### config.mk
export PLATFORM = sky130hd
export DESIGN_NAME = vga_board_renderer_flat
export DESIGN_NICKNAME = d
export VERILOG_FILES = /design/src/rtl/vga_board_pkg.sv /design/src/rtl/vga_board_renderer_if.sv /design/src/rtl/board_cell_mem.sv /design/src/rtl/vga_board_renderer.sv /design/src/flat_wrapper.sv
export SDC_FILE = /design/constraint.sdc
export NUM_CORES = 1
export LEC_CHECK = 0
export ABC_AREA = 1
export CAP_MARGIN = 25
export CORE_MARGIN = 4
export CORE_UTILIZATION = 45
export CTS_BUF_LIST = sky130_fd_sc_hd__clkbuf_8
export DETAILED_ROUTE_END_ITERATION = 10
export GPL_TIMING_DRIVEN = 0
export MAX_ROUTING_LAYER = met4
export PLACE_DENSITY = 0.74
export REMOVE_ABC_BUFFERS = 1
export SLEW_MARGIN = 20
export SYNTH_ARGS = -nofsm -noshare
export SYNTH_HDL_FRONTEND = slang
export SYNTH_HIERARCHICAL = 1
export SYNTH_SLANG_ARGS = --single-unit
### constraint.sdc
create_clock -name clk -period 4.87 [get_ports clk]
set_input_delay 0.974 -clock clk [delete_from_list [all_inputs] [get_ports clk]]
set_output_delay 0.974 -clock clk [all_outputs]
set_load 0.1 [all_outputs]
### src/rtl/vga_board_pkg.sv
// Shared types and constants for the VGA board renderer.
// Optional build macro GRID_LINES_EN (consumed by vga_board_renderer) adds cell grid lines.
package vga_board_pkg;

  typedef enum logic [1:0] {
    EMPTY    = 2'd0,
    PLAYER_A = 2'd1,
    PLAYER_B = 2'd2,
    HILITE   = 2'd3
  } cell_t;

  localparam logic [23:0] COL_BLACK  = 24'h000000;
  localparam logic [23:0] COL_BOARD  = 24'h0000C0;
  localparam logic [23:0] COL_A      = 24'hFF0000;
  localparam logic [23:0] COL_B      = 24'hFFFF00;
  localparam logic [23:0] COL_HILITE = 24'h00FF00;
  localparam logic [23:0] COL_CURSOR = 24'h4040FF;
  localparam logic [23:0] COL_GRID   = 24'hFFFFFF;

  // Depth of the colour pipeline; sync/blank are delayed by the same amount.
  localparam int PIPE_DEPTH = 2;

  // True when an in-cell offset sits on the first or last pixel of the cell.
  function automatic logic grid_hit(input logic [9:0] off, input logic [9:0] last);
    return (off == 10'd0) || (off == last);
  endfunction

endpackage

### src/rtl/vga_board_renderer_if.sv
// Pixel-stream, cell-write and DAC-side signals of the board renderer.
interface vga_board_renderer_if;
  logic [9:0] x;
  logic [9:0] y;
  logic       video_on;
  logic       hsync_in;
  logic       vsync_in;
  logic       blank_in;
  logic       wr_en;
  logic [2:0] wr_col;
  logic [2:0] wr_row;
  logic [1:0] wr_data;
  logic [2:0] cursor_col;
  logic [7:0] r;
  logic [7:0] g;
  logic [7:0] b;
  logic       hsync;
  logic       vsync;
  logic       blank;

  modport master (
    output x, y, video_on, hsync_in, vsync_in, blank_in,
    output wr_en, wr_col, wr_row, wr_data, cursor_col,
    input  r, g, b, hsync, vsync, blank
  );

  modport slave (
    input  x, y, video_on, hsync_in, vsync_in, blank_in,
    input  wr_en, wr_col, wr_row, wr_data, cursor_col,
    output r, g, b, hsync, vsync, blank
  );
endinterface

### src/rtl/board_cell_mem.sv
// 64 x 2-bit cell-state register file: one range-checked synchronous write
// port, one combinational read port. Reads see the pre-write value during
// the write cycle.
module board_cell_mem
  import vga_board_pkg::*;
#(
  parameter int COLS = 7,
  parameter int ROWS = 6
) (
  input  logic       clk,
  input  logic       reset,
  input  logic       wr_en,
  input  logic [2:0] wr_col,
  input  logic [2:0] wr_row,
  input  logic [1:0] wr_data,
  input  logic [2:0] rd_col,
  input  logic [2:0] rd_row,
  output cell_t      rd_data
);

  localparam logic [3:0] COLS_L = 4'(COLS);
  localparam logic [3:0] ROWS_L = 4'(ROWS);

  logic [1:0] cells_r [64];
  logic       wr_ok_s;

  assign wr_ok_s = wr_en && ({1'b0, wr_col} < COLS_L) && ({1'b0, wr_row} < ROWS_L);

  // Cell storage: cleared on reset, written only for on-board addresses.
  always_ff @(posedge clk or posedge reset) begin
    if (reset) begin
      for (int i = 0; i < 64; i++) begin
        cells_r[i] <= 2'd0;
      end
    end else if (wr_ok_s) begin
      cells_r[{wr_row, wr_col}] <= wr_data;
    end
  end

  assign rd_data = cell_t'(cells_r[{rd_row, rd_col}]);

endmodule

### src/rtl/vga_board_renderer.sv
// Board pixel generator behind the VGA timing driver. Two-stage pipeline:
// stage 1 maps x/y to board cell and in-cell offset, stage 2 reads the cell
// and registers the colour. Sync/blank get the same 2-clock delay.
// Build macro GRID_LINES_EN: draw white grid lines on cell borders.
module vga_board_renderer
  import vga_board_pkg::*;
#(
  parameter int COLS         = 7,
  parameter int ROWS         = 6,
  parameter int CELL_LOG2    = 6,
  parameter int X0           = 96,
  parameter int Y0           = 48,
  parameter int BLINK_FRAMES = 15
) (
  input logic                 clk,
  input logic                 reset,
  vga_board_renderer_if.slave bus
);

`ifdef GRID_LINES_EN
  localparam logic GRID_EN = 1'b1;
`else
  localparam logic GRID_EN = 1'b0;
`endif

  localparam logic [10:0] BOARD_W   = 11'(COLS << CELL_LOG2);
  localparam logic [10:0] BOARD_H   = 11'(ROWS << CELL_LOG2);
  localparam logic [9:0]  CELL_LAST = 10'((1 << CELL_LOG2) - 1);
  localparam logic [5:0]  BLINK_LAST = 6'(BLINK_FRAMES - 1);
  localparam logic [3:0]  COLS_L    = 4'(COLS);

  // Stage 1 combinational mapping
  logic [9:0] dx_s, dy_s;
  logic       in_board_s;

  // Stage 1 registers
  logic                 s1_valid_r;
  logic                 s1_video_on_r;
  logic                 s1_in_board_r;
  logic [2:0]           s1_col_r, s1_row_r;
  logic [CELL_LOG2-1:0] s1_off_x_r, s1_off_y_r;

  // Stage 2
  cell_t       cell_s;
  logic        cursor_on_s;
  logic        grid_s;
  logic [23:0] colour_s;
  logic [23:0] rgb_r;

  // Sync/blank delay lines
  logic [PIPE_DEPTH-1:0] hs_pipe_r, vs_pipe_r, bl_pipe_r;

  // Frame / blink
  logic       vs_prev_r;
  logic       frame_tick_s;
  logic [5:0] frame_cnt_r;
  logic       blink_r;

  // Since dx wraps modulo 1024, x >= X0 plus dx < width is exactly the
  // X0 <= x < X0 + width window.
  assign dx_s = bus.x - 10'(X0);
  assign dy_s = bus.y - 10'(Y0);
  assign in_board_s = (bus.x >= 10'(X0)) && ({1'b0, dx_s} < BOARD_W) &&
                      (bus.y >= 10'(Y0)) && ({1'b0, dy_s} < BOARD_H);

  // Stage 1: register cell coordinates, offsets and video_on.
  always_ff @(posedge clk or posedge reset) begin
    if (reset) begin
      s1_valid_r    <= 1'b0;
      s1_video_on_r <= 1'b0;
      s1_in_board_r <= 1'b0;
      s1_col_r      <= 3'd0;
      s1_row_r      <= 3'd0;
      s1_off_x_r    <= '0;
      s1_off_y_r    <= '0;
    end else begin
      s1_valid_r    <= 1'b1;
      s1_video_on_r <= bus.video_on;
      s1_in_board_r <= in_board_s;
      s1_col_r      <= dx_s[CELL_LOG2 +: 3];
      s1_row_r      <= dy_s[CELL_LOG2 +: 3];
      s1_off_x_r    <= dx_s[CELL_LOG2-1:0];
      s1_off_y_r    <= dy_s[CELL_LOG2-1:0];
    end
  end

  board_cell_mem #(
    .COLS (COLS),
    .ROWS (ROWS)
  ) u_cells (
    .clk     (clk),
    .reset   (reset),
    .wr_en   (bus.wr_en),
    .wr_col  (bus.wr_col),
    .wr_row  (bus.wr_row),
    .wr_data (bus.wr_data),
    .rd_col  (s1_col_r),
    .rd_row  (s1_row_r),
    .rd_data (cell_s)
  );

  assign cursor_on_s = ({1'b0, bus.cursor_col} < COLS_L) && (bus.cursor_col == s1_col_r);
  assign grid_s = GRID_EN && (grid_hit(10'(s1_off_x_r), CELL_LAST) ||
                              grid_hit(10'(s1_off_y_r), CELL_LAST));

  // Stage 2 colour selection in priority order.
  always_comb begin
    colour_s = COL_BLACK;
    if (!s1_valid_r || !s1_video_on_r || !s1_in_board_r) begin
      colour_s = COL_BLACK;
    end else if (grid_s) begin
      colour_s = COL_GRID;
    end else begin
      case (cell_s)
        PLAYER_A: colour_s = COL_A;
        PLAYER_B: colour_s = COL_B;
        HILITE:   colour_s = COL_HILITE;
        EMPTY: begin
          if (cursor_on_s && blink_r) begin
            colour_s = COL_CURSOR;
          end else begin
            colour_s = COL_BOARD;
          end
        end
        default:  colour_s = COL_BOARD;
      endcase
    end
  end

  // Stage 2: registered colour output.
  always_ff @(posedge clk or posedge reset) begin
    if (reset) begin
      rgb_r <= COL_BLACK;
    end else begin
      rgb_r <= colour_s;
    end
  end

  // Sync/blank delay matching the colour pipeline; syncs idle high, blank_n low.
  always_ff @(posedge clk or posedge reset) begin
    if (reset) begin
      hs_pipe_r <= {PIPE_DEPTH{1'b1}};
      vs_pipe_r <= {PIPE_DEPTH{1'b1}};
      bl_pipe_r <= {PIPE_DEPTH{1'b0}};
    end else begin
      hs_pipe_r <= {hs_pipe_r[PIPE_DEPTH-2:0], bus.hsync_in};
      vs_pipe_r <= {vs_pipe_r[PIPE_DEPTH-2:0], bus.vsync_in};
      bl_pipe_r <= {bl_pipe_r[PIPE_DEPTH-2:0], bus.blank_in};
    end
  end

  assign frame_tick_s = vs_prev_r && !bus.vsync_in;

  // Frame counter on vsync falling edges; blink phase flips every BLINK_FRAMES ticks.
  always_ff @(posedge clk or posedge reset) begin
    if (reset) begin
      vs_prev_r   <= 1'b1;
      frame_cnt_r <= 6'd0;
      blink_r     <= 1'b0;
    end else begin
      vs_prev_r <= bus.vsync_in;
      if (frame_tick_s) begin
        if (frame_cnt_r == BLINK_LAST) begin
          frame_cnt_r <= 6'd0;
          blink_r     <= ~blink_r;
        end else begin
          frame_cnt_r <= frame_cnt_r + 6'd1;
        end
      end
    end
  end

  assign bus.r     = rgb_r[23:16];
  assign bus.g     = rgb_r[15:8];
  assign bus.b     = rgb_r[7:0];
  assign bus.hsync = hs_pipe_r[PIPE_DEPTH-1];
  assign bus.vsync = vs_pipe_r[PIPE_DEPTH-1];
  assign bus.blank = bl_pipe_r[PIPE_DEPTH-1];

endmodule

### src/flat_wrapper.sv
// flat-port wrapper written by rule: the top's interface ports become plain ports
module vga_board_renderer_flat import vga_board_pkg::*;
#(
  parameter int COLS         = 7,
  parameter int ROWS         = 6,
  parameter int CELL_LOG2    = 6,
  parameter int X0           = 96,
  parameter int Y0           = 48,
  parameter int BLINK_FRAMES = 15
)
  (clk, reset, bus_x, bus_y, bus_video_on, bus_hsync_in, bus_vsync_in, bus_blank_in, bus_wr_en, bus_wr_col, bus_wr_row, bus_wr_data, bus_cursor_col, bus_r, bus_g, bus_b, bus_hsync, bus_vsync, bus_blank);
  vga_board_renderer_if bus_i ();
  input logic clk;
  input logic reset;
  input wire logic [$bits(bus_i.x)-1:0] bus_x;
  input wire logic [$bits(bus_i.y)-1:0] bus_y;
  input wire logic [$bits(bus_i.video_on)-1:0] bus_video_on;
  input wire logic [$bits(bus_i.hsync_in)-1:0] bus_hsync_in;
  input wire logic [$bits(bus_i.vsync_in)-1:0] bus_vsync_in;
  input wire logic [$bits(bus_i.blank_in)-1:0] bus_blank_in;
  input wire logic [$bits(bus_i.wr_en)-1:0] bus_wr_en;
  input wire logic [$bits(bus_i.wr_col)-1:0] bus_wr_col;
  input wire logic [$bits(bus_i.wr_row)-1:0] bus_wr_row;
  input wire logic [$bits(bus_i.wr_data)-1:0] bus_wr_data;
  input wire logic [$bits(bus_i.cursor_col)-1:0] bus_cursor_col;
  output wire logic [$bits(bus_i.r)-1:0] bus_r;
  output wire logic [$bits(bus_i.g)-1:0] bus_g;
  output wire logic [$bits(bus_i.b)-1:0] bus_b;
  output wire logic [$bits(bus_i.hsync)-1:0] bus_hsync;
  output wire logic [$bits(bus_i.vsync)-1:0] bus_vsync;
  output wire logic [$bits(bus_i.blank)-1:0] bus_blank;
  assign bus_i.x = bus_x;
  assign bus_i.y = bus_y;
  assign bus_i.video_on = bus_video_on;
  assign bus_i.hsync_in = bus_hsync_in;
  assign bus_i.vsync_in = bus_vsync_in;
  assign bus_i.blank_in = bus_blank_in;
  assign bus_i.wr_en = bus_wr_en;
  assign bus_i.wr_col = bus_wr_col;
  assign bus_i.wr_row = bus_wr_row;
  assign bus_i.wr_data = bus_wr_data;
  assign bus_i.cursor_col = bus_cursor_col;
  assign bus_r = bus_i.r;
  assign bus_g = bus_i.g;
  assign bus_b = bus_i.b;
  assign bus_hsync = bus_i.hsync;
  assign bus_vsync = bus_i.vsync;
  assign bus_blank = bus_i.blank;
  vga_board_renderer #(.COLS(COLS), .ROWS(ROWS), .CELL_LOG2(CELL_LOG2), .X0(X0), .Y0(Y0), .BLINK_FRAMES(BLINK_FRAMES)) u_core (.clk(clk), .reset(reset), .bus(bus_i));
endmodule
=== Yosys cells after proc, flatten, opt, wreduce, memory -nomap -nowiden ===
Index checks and enable logic that the tools add are counted.

* Register bits after elaboration: 175
* Input port bits: 38
* Output and inout port bits: 27

* Add/sub/neg operators: 3
* $lt $le $gt $ge: 10
* Equal/unequal tests: 5
* Multiplexer cells: 10
* Bitwise gates (word level): 3
* Reduce and logical (&&, ||, !) cells: 17

{| class="wikitable"
|+ Operator list
! operator !! number
|-
| bitwise mux 128 bit || 1
|-
| one-hot mux 24 bit (4 select lines) || 1
|-
| 2-to-1 mux 24 bit || 1
|-
| 2-to-1 mux 23 bit || 1
|-
| < comparator 10 x 9 -> 1 bit, second input constant || 2
|-
| greater-or-equal comparator 7 bit, second input constant || 2
|-
| inverter 6 -> 7 bit || 2
|-
| binary-select mux 2 bit (select 6 bit) || 1
|-
| demux 2 bit (select 6 bit) || 1
|-
| greater-or-equal comparator 10 x 6 -> 1 bit, second input constant || 1
|-
| greater-or-equal comparator 10 x 7 -> 1 bit, second input constant || 1
|-
| subtractor 10 x 6 -> 10 bit, second input constant || 1
|-
| subtractor 10 x 7 -> 10 bit, second input constant || 1
|-
| logical AND 1 bit || 9
|-
| < comparator 3 bit, second input constant || 3
|-
| < comparator 7 x 1 -> 1 bit, second input constant || 1
|-
| adder 6 x 1 -> 6 bit, second input constant || 1
|-
| equality test 6 x 4 -> 1 bit, second input constant || 1
|-
| 2-to-1 mux 2 bit || 3
|-
| 2-to-1 mux 6 bit || 1
|-
| equality test 2 bit, second input constant || 2
|-
| logical NOT 1 bit || 4
|-
| equality test 3 bit || 1
|-
| equality test 2 x 1 -> 1 bit, second input constant || 1
|-
| 4 further kinds || 5
|}

=== Depth between registers and ports, before layout ===
* Depth after elaboration: 7
* Depth in mapped cells: 16
* Depth with buffers taken out: 15

=== Modules after synthesis ===
The synthesis kept the hierarchy.

{| class="wikitable"
|+ By module, submodules not included
! module !! instances !! cells each !! area each (um^2) !! sequential area each (um^2)
|-
| board_cell_mem || 1 || 718 || 5755.5 || 3203.1
|-
| vga_board_renderer || 1 || 165 || 1447.6 || 705.7
|}

=== Worst setup path before layout ===
Ideal clock, no wire load.

* Kind: register to output
* Start: reg, netlist name u_core/rgb_r[15]
* End: out bus_g[1]
* Arrival time: 1407 ps
* Path slack: 2489 ps
* Cell stages (with the launch flop): 2
* Cells stage by stage: dfrtp_1 buf_4

{| class="wikitable"
|+ RTL lines
! item !! RTL line !! RTL
|-
| end, declared || flat_wrapper.sv:27 || <nowiki>output wire logic [$bits(bus_i.g)-1:0] bus_g;</nowiki>
|}

=== Worst setup path in the final report ===
* Start: reg u_core.s1_col_r[0]
* End: reg u_core.rgb_r[22]

* Cells in the longest elaborated chain, start to end: 7
* Elaborated cells on any way between the ends: 14
* Those cells by class: eq/ne (4); mux (6); bitwise (1); reduce/logical (3)

{| class="wikitable"
|+ RTL lines
! item !! RTL line !! RTL
|-
| start, declared || vga_board_renderer.sv:40 || <nowiki>logic [2:0] s1_col_r, s1_row_r;</nowiki>
|-
| start signal, assigned || vga_board_renderer.sv:80 || <nowiki>s1_col_r <= dx_s[CELL_LOG2 +: 3];</nowiki>
|-
| inverter 6 -> 7 bit (implied by the code) (*) || board_cell_mem.sv:40 || <nowiki>assign rd_data = cell_t'(cells_r[{rd_row, rd_col}]);</nowiki>
|-
| binary-select mux 2 bit (select 6 bit) (*) || board_cell_mem.sv:40 ||
|-
| 2-to-1 mux 2 bit (implied by the code) (*) (2 in a row) || board_cell_mem.sv:40 ||
|-
| named net u_core.cell_s[1] || vga_board_renderer.sv:44 || <nowiki>cell_t cell_s;</nowiki>
|-
| equality test 2 bit (tied with other cells) || vga_board_renderer.sv:114 || <nowiki>case (cell_s)</nowiki>
|-
| one-hot mux 24 bit (4 select lines) (*) || vga_board_renderer.sv:114 ||
|-
| 2-to-1 mux 24 bit (*) || vga_board_renderer.sv:109 || <nowiki>if (!s1_valid_r || !s1_video_on_r || !s1_in_board_r) begin</nowiki>
|-
| named net u_core.colour_s[22] || vga_board_renderer.sv:47 || <nowiki>logic [23:0] colour_s;</nowiki>
|-
| end signal, assigned || vga_board_renderer.sv:135 || <nowiki>rgb_r <= colour_s;</nowiki>
|-
| end, declared || vga_board_renderer.sv:48 || <nowiki>logic [23:0] rgb_r;</nowiki>
|}

The timed path passes the listed nets; every way through them passes the cells marked *. The select of a mux whose other input is x is not followed.
A chain may end at the register's enable or synchronous reset.

==> qor.tcl <==
set qor(result_of_the_run) {finished, final reports clean}
set qor(fin_total_pwr_mw) 2.83
set qor(clockRootBuffer) {sky130_fd_sc_hd__clkbuf_8}
set qor(seq_area_frac_synth_pct) 54.3
set qor(fmax_ghz) 0.309
set qor(via_per_inst) 5.10
set qor(drt_drc_violations_left) 0
set qor(synth-main-ff-cell) {sky130_fd_sc_hd__dfrtp_1}
set qor(max-vdd-ir-drop_uv) 271
set qor(gr-usage-all-layers_pct) 19.0
set qor(ff2ff_path_depth) 16
set qor(final_nets) 918
set qor(critical_path.reg2reg.endpoint) {u_core/rgb_r[22]}
set qor(cts_repair_resize_count) 0
set qor(finish.utilization_pct) 52.4
set qor(most_instantiated_cells_after_synthesis) {sky130_fd_sc_hd__nand2_1, sky130_fd_sc_hd__dfrtp_1, sky130_fd_sc_hd__nand3_1, sky130_fd_sc_hd__o21ai_0, sky130_fd_sc_hd__clkbuf_1}
set qor(cpMostUsedCell) {sky130_fd_sc_hd__nand3_1}
set qor(post_route_cells_drive_above_1_share_pct) 7.13
set qor(critical_path.startpoint) {u_core/s1_col_r[0]}
set qor(worst_margin_slew_ns) 1.00
set qor(critical_path.max_fanout) 66
set qor(drv.max_cap_violation_count) 0
set qor(chipHeight_um) 135
set qor(post_cts_hold_buffer_count) 0
set qor(path_delay_family) {simple AND/OR/NAND/NOR gates}
set qor(yosysWarningCount) 6
set qor(yosys_register_bits) 156
set qor(fp.dieArea_mm2) 0.0181
set qor(hp-start) {u_core/hs_pipe_r[0]}
set qor(grt.overflow.total) 0
set qor(synthToLayoutAreaGrowth_pct) 12.2
set qor(cts_inserted_buffers) 17
set qor(grt_antenna_before_repair) 0
set qor(synth_cell_types) 28
set qor(timing.critical_path.to) {u_core/rgb_r[22]}
set qor(num_io_pins) 65
set qor(path_clk_slew_ns) 0.09
set qor(post_drt_wl_per_cell_um) 14.5
set qor(postRouteWirelength_um) 15900
set qor(edff_count_synth) 0
set qor(fillCellCount) 1473
set qor(timing.final.max_slew_violations) 0
set qor(placedCellCount) 1064
set qor(power_leakage_nw) 3.75
set qor(syn-instance-count) 883
set qor(finalClockSkew_ns) 0.00677
set qor(detailed_place.area_mm2) 0.00772
set qor(power_per_cell_area_mw_per_mm2) 350
set qor(tritoncts_clock_tree) {built}
set qor(cp_data_required_time_ns) 5.25
set qor(timing.critical_path.depth) 16
set qor(ys_top_cells_by_area) {sky130_fd_sc_hd__dfrtp_1, sky130_fd_sc_hd__nand2_1, sky130_fd_sc_hd__nand3_1, sky130_fd_sc_hd__o21ai_0, sky130_fd_sc_hd__clkbuf_1}
set qor(period_needed_ns) 3.24
set qor(part_of_the_cycle_the_worst_path_needs_pct) 66.4
set qor(synthDominantAreaCellType) {sky130_fd_sc_hd__dfrtp_1}
set qor(dr.pass1.iters) 5
set qor(cts.sink_count) 156
set qor(post_cts_buffers) 0
set qor(grt_pass1_wl_um) 26700
set qor(post_synthesis_average_cell_area_um2) 8.16
set qor(detail_route.iter0.violations) 572
set qor(synthesis.area_mm2) 0.00720
set qor(grt_start_max_net_pins) 82
set qor(worstPathArrival_ns) 3.61
set qor(timing.critical_path.slowest_cell_delay_ns) 0.91
set qor(fin_setup_tns_ns) 0
set qor(detailedPlacementHpwl_um) 10400
set qor(timing.critical_path.cells) {inv_2 -> buf_12 -> nand2_1 -> nand3_1 -> nand3_1 -> nand2_1 -> nand2_1 -> nand3_1 -> nand3_1 -> nand2_1 -> inv_1 -> ha_1 -> nand3_1 -> nor2_1 -> nand3_1 -> a21oi_1}
set qor(rows) 45
set qor(synth_largest_type_area_fraction_pct) 52.8
set qor(start_kind) {flip-flop}
set qor(crit_type) {reg -> reg}
set qor(r2r_setup_slack_ns) 1.63
set qor(postLayoutCellArea_mm2) 0.00808
set qor(start_util_pct) 46.7
set qor(h-tree-depth) 4
set qor(unrepaired_setup_endpoints_after_global_routing) {no}
set qor(crit-reg2reg-launch) {u_core/s1_col_r[0]}
set qor(most_frequent_cell_after_synthesis) {sky130_fd_sc_hd__nand2_1}
set qor(max_slew_margin_pct) 32.9
set qor(crit_path_end_kind) {flip-flop}
set qor(drt.antenna.violating_nets) 0
set qor(critical_path.slowest_cell) {sky130_fd_sc_hd__dfrtp_4}
set qor(setup_viol_count_final) 0
set qor(instances_no_fill) 1095
set qor(hp-class) {reg -> reg}
set qor(synthArstFlopShare_pct) 100
set qor(placeableCoreArea_mm2) 0.0154
set qor(total_via_count_in_the_routed_design) 5588
set qor(num_antenna_cells) 0
set qor(worst-path-buf-inv) 3
set qor(first_global_vias) 5370
set qor(cts.path.max_buffers) 2
set qor(die_width_um) 135
set qor(insertion_delay_ns) 0.45
set qor(hold_viol_final) 0
set qor(gpl.final_weighted_congestion) 0.792
set qor(port-buffer-count) 60
==> registers in the layout (all words and copies together), names as in the netlist <==
name,flops
u_core/rgb_r,6
u_core/frame_cnt_r,6
u_core/bl_pipe_r,2
u_core/hs_pipe_r,2
u_core/vs_pipe_r,2
u_core/s1_in_board_r,1
u_core/s1_row_r,3
u_core/blink_r,1
u_core/u_cells/cells_r,128
u_core/s1_col_r,3
u_core/s1_valid_r,1
u_core/s1_video_on_r,1
==> cell usage in the layout, fill, tap and decap left out, types with 2 or more instances in the layout <==
cell type	instances
sky130_fd_sc_hd__inv_1	37
sky130_fd_sc_hd__o21ai_1	20
sky130_fd_sc_hd__a21oi_1	3
sky130_fd_sc_hd__clkinv_2	5
sky130_fd_sc_hd__clkinvlp_4	3
sky130_fd_sc_hd__dfrtp_1	150
sky130_fd_sc_hd__nor3_2	9
sky130_fd_sc_hd__nand2_2	2
sky130_fd_sc_hd__clkinv_4	2
sky130_fd_sc_hd__clkbuf_8	17
sky130_fd_sc_hd__buf_8	2
sky130_fd_sc_hd__dfstp_2	4
sky130_fd_sc_hd__xor2_1	2
sky130_fd_sc_hd__bufinv_16	2
sky130_fd_sc_hd__nor3_1	2
sky130_fd_sc_hd__nand2_1	325
sky130_fd_sc_hd__ha_1	8
sky130_fd_sc_hd__nand3_1	122
sky130_fd_sc_hd__inv_2	6
sky130_fd_sc_hd__o21ai_0	67
sky130_fd_sc_hd__nor2_1	21
sky130_fd_sc_hd__clkdlybuf4s50_1	60
==> stage by stage <==
stage	setup slack [ns]	hold WS, ns
floorplan	-0.560	0.331
global route	1.34	0.366
detailed placement	1.70	0.341
CTS	1.65	0.360
global placement	-1.28	0.335
finish	1.63	0.359
==> kinds of logic (layout without fill, tap and decap cells) <==
| logic type | count (synthesis) | count (layout) | share of synthesized area [%] |
|---|---|---|---|
| xor+xnor | 4 | 4 | 0.591 |
| flops | 156 | 156 | 54.3 |
| other cells | 1 | 1 | 0.0521 |
| simple gates | 485 | 485 | 28.7 |
| fa+ha+maj | 8 | 8 | 1.39 |
| compound gates | 93 | 93 | 6.72 |
| buf+inv | 136 | 137 | 8.27 |
==> worst min path at each step <==
stage,to,slack [ns],depth (start not counted)
after detailed placement,u_core/bl_pipe_r[1],0.34,0
after floorplan,u_core/bl_pipe_r[1],0.33,0
after global placement,u_core/bl_pipe_r[1],0.34,0
after global routing,u_core/hs_pipe_r[1],0.37,0
final,u_core/hs_pipe_r[1],0.36,0
after CTS,u_core/hs_pipe_r[1],0.36,0
==> cell type report <==
cell class | count | area [um2] | area share (%)
Tap cell | 211 | 264 | 3.27
Sequential cell | 156 | 3910 | 48.4
Clock inverter | 14 | 133 | 1.64
Clock buffer | 17 | 234 | 2.89
Multi-Input combinational cell | 591 | 2700 | 33.4
Timing Repair Buffer | 64 | 678 | 8.39
Inverter | 42 | 163 | 2.01
==> per-layer routing <==
| metal | routed length [um] | global-route usage, % |
|---|---|---|
| met1 | 7110 | 24.7 |
| met2 | 7790 | 30.0 |
| met3 | 776 | 3.76 |
| met4 | 252 | 6.56 |
| met5 | 0 | - |
==> power by group <==
part / internal, mW / total (mW) / switching [mW]
clock: 0.444 / 0.912 / 0.468
combinational: 0.156 / 0.424 / 0.269
sequential: 1.40 / 1.49 / 0.0973
Note: power is estimated with default switching activity, not from simulation.
